[src/rtl/ahb2apb_pkg.sv]
// Shared types and helpers for the AHB-Lite to multi-slave APB bridge.
// Holds HTRANS encodings, the bridge state enum and the byte-strobe generator.
package ahb2apb_pkg;

  localparam logic [1:0] HTRANS_IDLE   = 2'b00;
  localparam logic [1:0] HTRANS_BUSY   = 2'b01;
  localparam logic [1:0] HTRANS_NONSEQ = 2'b10;
  localparam logic [1:0] HTRANS_SEQ    = 2'b11;

  typedef enum logic [2:0] {
    ST_IDLE,
    ST_CAPT,
    ST_SETUP,
    ST_ACCESS,
    ST_DONE,
    ST_ERR1,
    ST_ERR2
  } state_e;

  // Contiguous run of 2**size ones, placed at the size-aligned byte offset
  // within a beat of strb_w bytes (strb_w <= 8).
  function automatic logic [7:0] strb_gen(input logic [2:0] size,
                                          input logic [2:0] addr_lo,
                                          input int unsigned strb_w);
    int unsigned nbytes;
    int unsigned off;
    logic [7:0]  ones;
    nbytes = 32'd1 << size;
    off    = 32'(addr_lo) & (strb_w - 32'd1) & ~(nbytes - 32'd1);
    ones   = 8'((32'd1 << nbytes) - 32'd1);
    return 8'(32'(ones) << off);
  endfunction

endpackage

[src/rtl/ahb2apb_bridge_nslv_if.sv]
// Bus bundle between an AHB-Lite master / APB slaves and the bridge.
// The bridge uses the slave modport; the environment uses the master modport.
interface ahb2apb_bridge_nslv_if #(
  parameter int ADDR_W  = 32,
  parameter int DATA_W  = 32,
  parameter int NUM_SLV = 4
) ();

  logic                       hsel;
  logic [ADDR_W-1:0]          haddr;
  logic [1:0]                 htrans;
  logic                       hwrite;
  logic [2:0]                 hsize;
  logic [DATA_W-1:0]          hwdata;
  logic                       hready_in;
  logic                       hreadyout;
  logic                       hresp;
  logic [DATA_W-1:0]          hrdata;

  logic [ADDR_W-1:0]          paddr;
  logic [NUM_SLV-1:0]         psel;
  logic                       penable;
  logic                       pwrite;
  logic [DATA_W-1:0]          pwdata;
  logic [DATA_W/8-1:0]        pstrb;
  logic [NUM_SLV-1:0]         pready;
  logic [NUM_SLV-1:0]         pslverr;
  logic [NUM_SLV*DATA_W-1:0]  prdata;

  modport slave (
    input  hsel, haddr, htrans, hwrite, hsize, hwdata, hready_in,
    input  pready, pslverr, prdata,
    output hreadyout, hresp, hrdata,
    output paddr, psel, penable, pwrite, pwdata, pstrb
  );

  modport master (
    output hsel, haddr, htrans, hwrite, hsize, hwdata, hready_in,
    output pready, pslverr, prdata,
    input  hreadyout, hresp, hrdata,
    input  paddr, psel, penable, pwrite, pwdata, pstrb
  );

endinterface

[src/rtl/apb_slave_mux.sv]
// Selects the addressed APB slave's response (pready/pslverr/prdata)
// using the slave index registered at transfer acceptance.
module apb_slave_mux #(
  parameter int DATA_W  = 32,
  parameter int NUM_SLV = 4,
  parameter int IDX_W   = 3
) (
  input  logic [IDX_W-1:0]          idx,
  input  logic [NUM_SLV-1:0]        pready,
  input  logic [NUM_SLV-1:0]        pslverr,
  input  logic [NUM_SLV*DATA_W-1:0] prdata,
  output logic                      sel_ready,
  output logic                      sel_err,
  output logic [DATA_W-1:0]         sel_rdata
);

  // NOTE: every output gets a default before the loop so no latch is inferred.
  always_comb begin
    sel_ready = 1'b0;
    sel_err   = 1'b0;
    sel_rdata = '0;
    for (int i = 0; i < NUM_SLV; i++) begin
      if (idx == IDX_W'(i)) begin
        sel_ready = pready[i];
        sel_err   = pslverr[i];
        sel_rdata = prdata[i*DATA_W +: DATA_W];
      end
    end
  end

endmodule

[src/rtl/ahb2apb_bridge_nslv.sv]
// AHB-Lite slave to APB master bridge fanning out to NUM_SLV one-hot selected
// APB slaves, with decode/slave errors and an optional PREADY timeout.
module ahb2apb_bridge_nslv
  import ahb2apb_pkg::*;
#(
  parameter int ADDR_W  = 32,
  parameter int DATA_W  = 32,
  parameter int NUM_SLV = 4,
  parameter int SLV_LSB = 12,
  parameter int TIMEOUT = 0
) (
  input  logic                 clk,
  input  logic                 hresetn,
  ahb2apb_bridge_nslv_if.slave bus
);

  localparam int STRB_W   = DATA_W / 8;
  localparam int MAX_SIZE = $clog2(STRB_W);
  // Wide enough to hold NUM_SLV itself, so the first window past the last
  // slave (and beyond) decodes as an error instead of aliasing.
  localparam int IDX_W    = $clog2(NUM_SLV + 1);
  localparam int CNT_W    = (TIMEOUT > 0) ? $clog2(TIMEOUT + 1) : 1;

  state_e              state_q,     state_d;
  logic [IDX_W-1:0]    idx_q,       idx_d;
  logic [ADDR_W-1:0]   paddr_q,     paddr_d;
  logic                pwrite_q,    pwrite_d;
  logic [DATA_W-1:0]   pwdata_q,    pwdata_d;
  logic [STRB_W-1:0]   pstrb_q,     pstrb_d;
  logic [DATA_W-1:0]   hrdata_q,    hrdata_d;
  logic [CNT_W-1:0]    tcnt_q,      tcnt_d;
  logic [NUM_SLV-1:0]  psel_q,      psel_d;
  logic                penable_q,   penable_d;
  logic                hreadyout_q, hreadyout_d;
  logic                hresp_q,     hresp_d;

  logic                accept;
  logic                dec_err;
  logic [IDX_W-1:0]    req_idx;
  logic [STRB_W-1:0]   req_strb;
  logic                sel_ready;
  logic                sel_err;
  logic [DATA_W-1:0]   sel_rdata;
  logic                to_hit;
  logic [CNT_W-1:0]    tcnt_inc;

  assign accept   = bus.hsel && bus.hready_in &&
                    (bus.htrans == HTRANS_NONSEQ || bus.htrans == HTRANS_SEQ);
  assign req_idx  = bus.haddr[SLV_LSB +: IDX_W];
  assign dec_err  = (32'(req_idx) >= NUM_SLV) || (32'(bus.hsize) > MAX_SIZE);
  assign req_strb = bus.hwrite ? STRB_W'(strb_gen(bus.hsize, bus.haddr[2:0], STRB_W)) : '0;

  if (TIMEOUT > 0) begin : g_timeout
    assign to_hit   = (32'(tcnt_q) >= TIMEOUT - 1);
    assign tcnt_inc = (32'(tcnt_q) < TIMEOUT) ? tcnt_q + 1'b1 : tcnt_q;
  end else begin : g_no_timeout
    assign to_hit   = 1'b0;
    assign tcnt_inc = '0;
  end

  apb_slave_mux #(
    .DATA_W  (DATA_W),
    .NUM_SLV (NUM_SLV),
    .IDX_W   (IDX_W)
  ) u_mux (
    .idx       (idx_q),
    .pready    (bus.pready),
    .pslverr   (bus.pslverr),
    .prdata    (bus.prdata),
    .sel_ready (sel_ready),
    .sel_err   (sel_err),
    .sel_rdata (sel_rdata)
  );

  always_comb begin
    state_d  = state_q;
    idx_d    = idx_q;
    paddr_d  = paddr_q;
    pwrite_d = pwrite_q;
    pwdata_d = pwdata_q;
    pstrb_d  = pstrb_q;
    hrdata_d = hrdata_q;
    tcnt_d   = tcnt_q;

    unique case (state_q)
      ST_IDLE, ST_DONE, ST_ERR2: begin
        state_d = ST_IDLE;
        if (accept) begin
          if (dec_err) begin
            state_d = ST_ERR1;
          end else begin
            state_d  = ST_CAPT;
            idx_d    = req_idx;
            paddr_d  = bus.haddr;
            pwrite_d = bus.hwrite;
            pstrb_d  = req_strb;
          end
        end
      end
      ST_CAPT: begin
        pwdata_d = bus.hwdata;
        tcnt_d   = '0;
        state_d  = ST_SETUP;
      end
      ST_SETUP:  state_d = ST_ACCESS;
      ST_ACCESS: begin
        if (sel_ready) begin
          if (!pwrite_q) hrdata_d = sel_rdata;
          state_d = sel_err ? ST_ERR1 : ST_DONE;
        end else begin
          tcnt_d = tcnt_inc;
          if (to_hit) state_d = ST_ERR1;
        end
      end
      ST_ERR1:   state_d = ST_ERR2;
      default:   state_d = ST_IDLE;
    endcase

    // Bus-facing outputs are a pure function of the next state so they come
    // straight from flops.
    hreadyout_d = (state_d == ST_IDLE) || (state_d == ST_DONE) || (state_d == ST_ERR2);
    hresp_d     = (state_d == ST_ERR1) || (state_d == ST_ERR2);
    penable_d   = (state_d == ST_ACCESS);
    psel_d      = (state_d == ST_SETUP || state_d == ST_ACCESS) ? (NUM_SLV'(1) << idx_d) : '0;
  end

  // NOTE: sequential state uses non-blocking assignments only, so every flop
  // samples the pre-edge value of the others.
  always_ff @(posedge clk or negedge hresetn) begin
    if (!hresetn) begin
      state_q     <= ST_IDLE;
      idx_q       <= '0;
      paddr_q     <= '0;
      pwrite_q    <= 1'b0;
      pwdata_q    <= '0;
      pstrb_q     <= '0;
      hrdata_q    <= '0;
      tcnt_q      <= '0;
      psel_q      <= '0;
      penable_q   <= 1'b0;
      hreadyout_q <= 1'b1;
      hresp_q     <= 1'b0;
    end else begin
      state_q     <= state_d;
      idx_q       <= idx_d;
      paddr_q     <= paddr_d;
      pwrite_q    <= pwrite_d;
      pwdata_q    <= pwdata_d;
      pstrb_q     <= pstrb_d;
      hrdata_q    <= hrdata_d;
      tcnt_q      <= tcnt_d;
      psel_q      <= psel_d;
      penable_q   <= penable_d;
      hreadyout_q <= hreadyout_d;
      hresp_q     <= hresp_d;
    end
  end

  assign bus.hreadyout = hreadyout_q;
  assign bus.hresp     = hresp_q;
  assign bus.hrdata    = hrdata_q;
  assign bus.paddr     = paddr_q;
  assign bus.psel      = psel_q;
  assign bus.penable   = penable_q;
  assign bus.pwrite    = pwrite_q;
  assign bus.pwdata    = pwdata_q;
  assign bus.pstrb     = pstrb_q;

endmodule

[src/flat_wrapper.sv]
// flat-port wrapper written by rule: the top's interface ports become plain ports
module ahb2apb_bridge_nslv_flat import ahb2apb_pkg::*;
#(
  parameter int ADDR_W  = 32,
  parameter int DATA_W  = 32,
  parameter int NUM_SLV = 4,
  parameter int SLV_LSB = 12,
  parameter int TIMEOUT = 0
)
  (clk, hresetn, bus_hsel, bus_haddr, bus_htrans, bus_hwrite, bus_hsize, bus_hwdata, bus_hready_in, bus_pready, bus_pslverr, bus_prdata, bus_hreadyout, bus_hresp, bus_hrdata, bus_paddr, bus_psel, bus_penable, bus_pwrite, bus_pwdata, bus_pstrb);
  ahb2apb_bridge_nslv_if #(.ADDR_W(ADDR_W), .DATA_W(DATA_W), .NUM_SLV(NUM_SLV)) bus_i ();
  input  logic clk;
  input  logic hresetn;
  input wire logic [$bits(bus_i.hsel)-1:0] bus_hsel;
  input wire logic [$bits(bus_i.haddr)-1:0] bus_haddr;
  input wire logic [$bits(bus_i.htrans)-1:0] bus_htrans;
  input wire logic [$bits(bus_i.hwrite)-1:0] bus_hwrite;
  input wire logic [$bits(bus_i.hsize)-1:0] bus_hsize;
  input wire logic [$bits(bus_i.hwdata)-1:0] bus_hwdata;
  input wire logic [$bits(bus_i.hready_in)-1:0] bus_hready_in;
  input wire logic [$bits(bus_i.pready)-1:0] bus_pready;
  input wire logic [$bits(bus_i.pslverr)-1:0] bus_pslverr;
  input wire logic [$bits(bus_i.prdata)-1:0] bus_prdata;
  output wire logic [$bits(bus_i.hreadyout)-1:0] bus_hreadyout;
  output wire logic [$bits(bus_i.hresp)-1:0] bus_hresp;
  output wire logic [$bits(bus_i.hrdata)-1:0] bus_hrdata;
  output wire logic [$bits(bus_i.paddr)-1:0] bus_paddr;
  output wire logic [$bits(bus_i.psel)-1:0] bus_psel;
  output wire logic [$bits(bus_i.penable)-1:0] bus_penable;
  output wire logic [$bits(bus_i.pwrite)-1:0] bus_pwrite;
  output wire logic [$bits(bus_i.pwdata)-1:0] bus_pwdata;
  output wire logic [$bits(bus_i.pstrb)-1:0] bus_pstrb;
  assign bus_i.hsel = bus_hsel;
  assign bus_i.haddr = bus_haddr;
  assign bus_i.htrans = bus_htrans;
  assign bus_i.hwrite = bus_hwrite;
  assign bus_i.hsize = bus_hsize;
  assign bus_i.hwdata = bus_hwdata;
  assign bus_i.hready_in = bus_hready_in;
  assign bus_i.pready = bus_pready;
  assign bus_i.pslverr = bus_pslverr;
  assign bus_i.prdata = bus_prdata;
  assign bus_hreadyout = bus_i.hreadyout;
  assign bus_hresp = bus_i.hresp;
  assign bus_hrdata = bus_i.hrdata;
  assign bus_paddr = bus_i.paddr;
  assign bus_psel = bus_i.psel;
  assign bus_penable = bus_i.penable;
  assign bus_pwrite = bus_i.pwrite;
  assign bus_pwdata = bus_i.pwdata;
  assign bus_pstrb = bus_i.pstrb;
  ahb2apb_bridge_nslv #(.ADDR_W(ADDR_W), .DATA_W(DATA_W), .NUM_SLV(NUM_SLV), .SLV_LSB(SLV_LSB), .TIMEOUT(TIMEOUT)) u_core (.clk(clk), .hresetn(hresetn), .bus(bus_i));
endmodule
[config.mk]
export PLATFORM = sky130hd
export DESIGN_NAME = ahb2apb_bridge_nslv_flat
export DESIGN_NICKNAME = d
export VERILOG_FILES = /design/src/rtl/ahb2apb_pkg.sv /design/src/rtl/ahb2apb_bridge_nslv_if.sv /design/src/rtl/apb_slave_mux.sv /design/src/rtl/ahb2apb_bridge_nslv.sv /design/src/flat_wrapper.sv
export SDC_FILE = /design/constraint.sdc
export NUM_CORES = 1
export LEC_CHECK = 0
export CORE_MARGIN = 3
export CORE_UTILIZATION = 35
export CTS_BUF_LIST = sky130_fd_sc_hd__clkbuf_4
export CTS_CLUSTER_DIAMETER = 120
export DETAILED_ROUTE_END_ITERATION = 8
export PLACE_DENSITY_LB_ADDON = 0.15
export SYNTH_ARGS = -nofsm -noshare
export SYNTH_HDL_FRONTEND = slang
export SYNTH_HIERARCHICAL = 1
export SYNTH_SLANG_ARGS = --single-unit
[constraint.sdc]
create_clock -name clk -period 2.25 [get_ports clk]
set_clock_uncertainty 0.05 [all_clocks]
set_input_delay 0.45 -clock clk [delete_from_list [all_inputs] [get_ports clk]]
set_output_delay 0.45 -clock clk [all_outputs]
set_load 0.1 [all_outputs]
==> run_results.csv <==
group,metric,value,unit
routing,drt_first_pass_iters,4,
clock_network,clk_pin_slew,0.11,ns
timing,fin_crit_sh,0.954,
synthesis,synth_fp_nets,606,
synthesis,synth_top_area_frac,0.520,
clock_network,clock_latency,0.53,ns
worst_setup_path,reg2reg_slack,0.10,ns
placement,dp_hpwl,12800,µm
worst_setup_path,crit_start,"u_core/idx_q[2]",
worst_setup_path,worstPathArrival,2.50,ns
clock_network,cts_buffer_depth,2,
timing,rsz0062_at_grt,"no",
worst_setup_path,worstSetupEndpointType,"flip-flop",
clock_network,cts_root_buf,"clkbuf_4",
die,core,0.0149,mm²
worst_setup_path,critPathBufInv,2,
cells_and_area,mostFrequentLayoutCell,"clkdlybuf4s50_1",
global_routing,grt_max_degree,70,
clock_network,cts_buffers,17,
routing,postRouteAntennaNets,0,
clock_network,cts_htree_levels,4,
synthesis,synth_top_cell_by_area,"dfrtp_1",
worst_setup_path,crit_fanout,16,
placement,port_buffers,316,
timing,worstMarginPinSlew,0.477,ns
synthesis,ys_types,38,
synthesis,yosysWarnings,6,
die,fp.dieH,131,µm
worst_setup_path,reg2reg_depth,7,
global_routing,grt_pass1_wl,24700,µm
global_routing,track_usage,0.189,
cells_and_area,fin_util,0.600,
worst_hold_path,hp-class,"in -> async",
timing,slew_headroom,0.682,
die,initial_core_util,0.366,
routing,drtIter0Drc,172,
timing,finalSetupViolCount,0,
worst_setup_path,critPathKind,"reg -> reg",
routing,num_vias,4550,
global_routing,grt_antenna_before_repair,1,
global_routing,first_global_vias,4841,
worst_setup_path,r2r_start,"u_core/idx_q[2]",
die,io_pins,318,
run_status,outcome,"finished, final reports clean",
timing,drv_slew,0,
die,dieArea,0.0171,mm²
cells_and_area,drive_above_1_share,0.301,
die,fp.dieW,131,µm
synthesis,synthCells,396,
timing,fin_crit,2.15,ns
routing,wl_per_cell,18.4,µm
timing,fin_tns_setup,0,ns
run,maxCapViolCount,0,
worst_setup_path,crit_chain,"or2_1 > o22ai_2 > and3b_1 > nor3b_4 > buf_4 > buf_12 > mux2_1",
global_routing,gr-total-overflow,0,
cells_and_area,layout_common_cells,"207 x clkdlybuf4s50_1, 121 x buf_4, 112 x dfrtp_1",
synthesis,syn-cell-area,0.00544,mm²
synthesis,ys_ff_latch,114,
synthesis,yosysSeqAreaShare,0.524,
routing,avgViaCountPerCell,4.93,
routing,route.detailed.drc,0,
clock_network,cts_tree,"done",
worst_setup_path,crit_family,"simple AND/OR/NAND/NOR gates",
worst_setup_path,slowest_delay,0.42,ns
cells_and_area,syn_to_final_growth,63.8,%
cells_and_area,n_fill_cell,1202,
worst_setup_path,r2r-end,"u_core/bus.hrdata[12]",
placement,gp_congestion,0.838,
clock_network,clkSinkCount,114,
synthesis,synth.avg_cell_area,13.7,µm²
cells_and_area,fin_nets,935,
worst_setup_path,cp-endpoint,"u_core/bus.hrdata[12]",
synthesis,ys_top_cells_by_area,"dfrtp_1 52%, mux2i_1 13%, mux2_2 11%, mux2_1 8.9%, o22ai_1 4.0%",
routing,totalWireLength,17000,µm
worst_setup_path,crit_slowest_cell,"dfrtp_1",
worst_setup_path,crit_cells,7,
timing,finalHoldViolations,0,
timing,fmax,466,MHz
worst_setup_path,required,2.60,ns
die,rows,44,
worst_setup_path,critPathLaunchType,"flip-flop",
-- how the worst min path moves through the flow --
stage / end / slack [ns] / cells after the start
3_5_place_dp: u_core/bus.paddr[20] / 0.37 / 1
6_report: u_core/bus.pstrb[2] / 0.36 / 2
4_1_cts: u_core/bus.pstrb[0] / 0.28 / 2
5_1_grt: u_core/bus.pstrb[0] / 0.32 / 2
3_3_place_gp: u_core/bus.paddr[20] / 0.36 / 1
2_1_floorplan: u_core/bus.hrdata[0] / 0.10 / 0
-- per-layer routing --
layer / vias to the layer above / global-route usage / part of all wire
met1: 2166 / 0.206 / 0.38
li1: 2139 / - / -
met2: 213 / 0.329 / 0.50
met3: 32 / 0.0768 / 0.10
met4: 0 / 0.0762 / 0.022
met5: - / 0 / 0
-- cells in the mapped netlist --
master / instances
nor3b_2: 1
o21ai_0: 4
nand3_1: 1
a21oi_1: 5
buf_12: 1
or3_4: 1
clkbuf_1: 2
buf_6: 5
o31ai_1: 4
inv_1: 5
mux2_1: 43
nand2_1: 2
mux2_4: 6
o211ai_1: 1
a21boi_0: 2
nor3_2: 1
dfstp_2: 1
dfrtp_1: 113
clkbuf_4: 2
o21bai_1: 1
nand4b_1: 1
mux2_2: 51
and3b_1: 1
and2_1: 2
buf_2: 7
nor3_1: 5
o31a_1: 1
nand2b_1: 5
a211oi_1: 1
mux2i_1: 68
buf_8: 2
nor2_1: 4
or2_1: 1
and2b_1: 1
o22ai_1: 35
buf_4: 8
nor2b_1: 1
a211o_1: 1
-- timing repair --
action | CTS | global route
hold endpoints to repair | 28 | 0
setup endpoints to repair | 0 | 25
setup buffers | 0 | 1
gates resized for setup | 0 | 1
hold buffers | 1 | 0
-- area by class of cell --
cell class / instances / area [µm²] / share of cell area
Inverter: 5 / 18.8 / 0.00210
Antenna cell: 1 / 2.50 / 0.000281
Sequential cell: 114 / 2860 / 0.321
Timing Repair Buffer: 337 / 3150 / 0.353
Clock buffer: 20 / 150 / 0.0168
Clock inverter: 12 / 140 / 0.0157
Tap cell: 184 / 230 / 0.0258
Multi-Input combinational cell: 250 / 2370 / 0.266
-- sequential cells by signal (all words and copies together) (netlist names) --
name,flops
u_core/bus.hreadyout,1
u_core/bus.paddr,32
u_core/bus.hrdata,32
u_core/idx_q,3
u_core/bus.penable,1
u_core/state_q,3
u_core/bus.hresp,1
u_core/bus.pwdata,32
u_core/bus.pstrb,4
u_core/bus.pwrite,1
u_core/bus.psel,4
-- kinds of logic (layout without fill, tap and decap cells) --
kind of cell | Yosys count | count (layout) | synth area share
other | 0 | 1 | 0
AOI/OAI and AO/OA | 55 | 55 | 0.0641
muxes | 168 | 168 | 0.336
DFF | 114 | 114 | 0.524
and+or+nand+nor | 27 | 27 | 0.0308
buffers and inverters | 32 | 374 | 0.0446
-- per-stage QoR --
stage	setup slack [ns]	std cells	hold WS [ns]	area (µm²)
floorplan	-0.00827	396	0.104	5450
global placement	-0.166	886	0.364	8560
detailed placement	-0.211	886	0.374	8560
CTS	0.0865	919	0.279	8860
global route	0.0111	923	0.321	8920
finish	0.105	923	0.356	8920
Power is left out: the tool's default activity adds up to more than one toggle a clock period on the data nets, which glitch-free logic cannot reach.
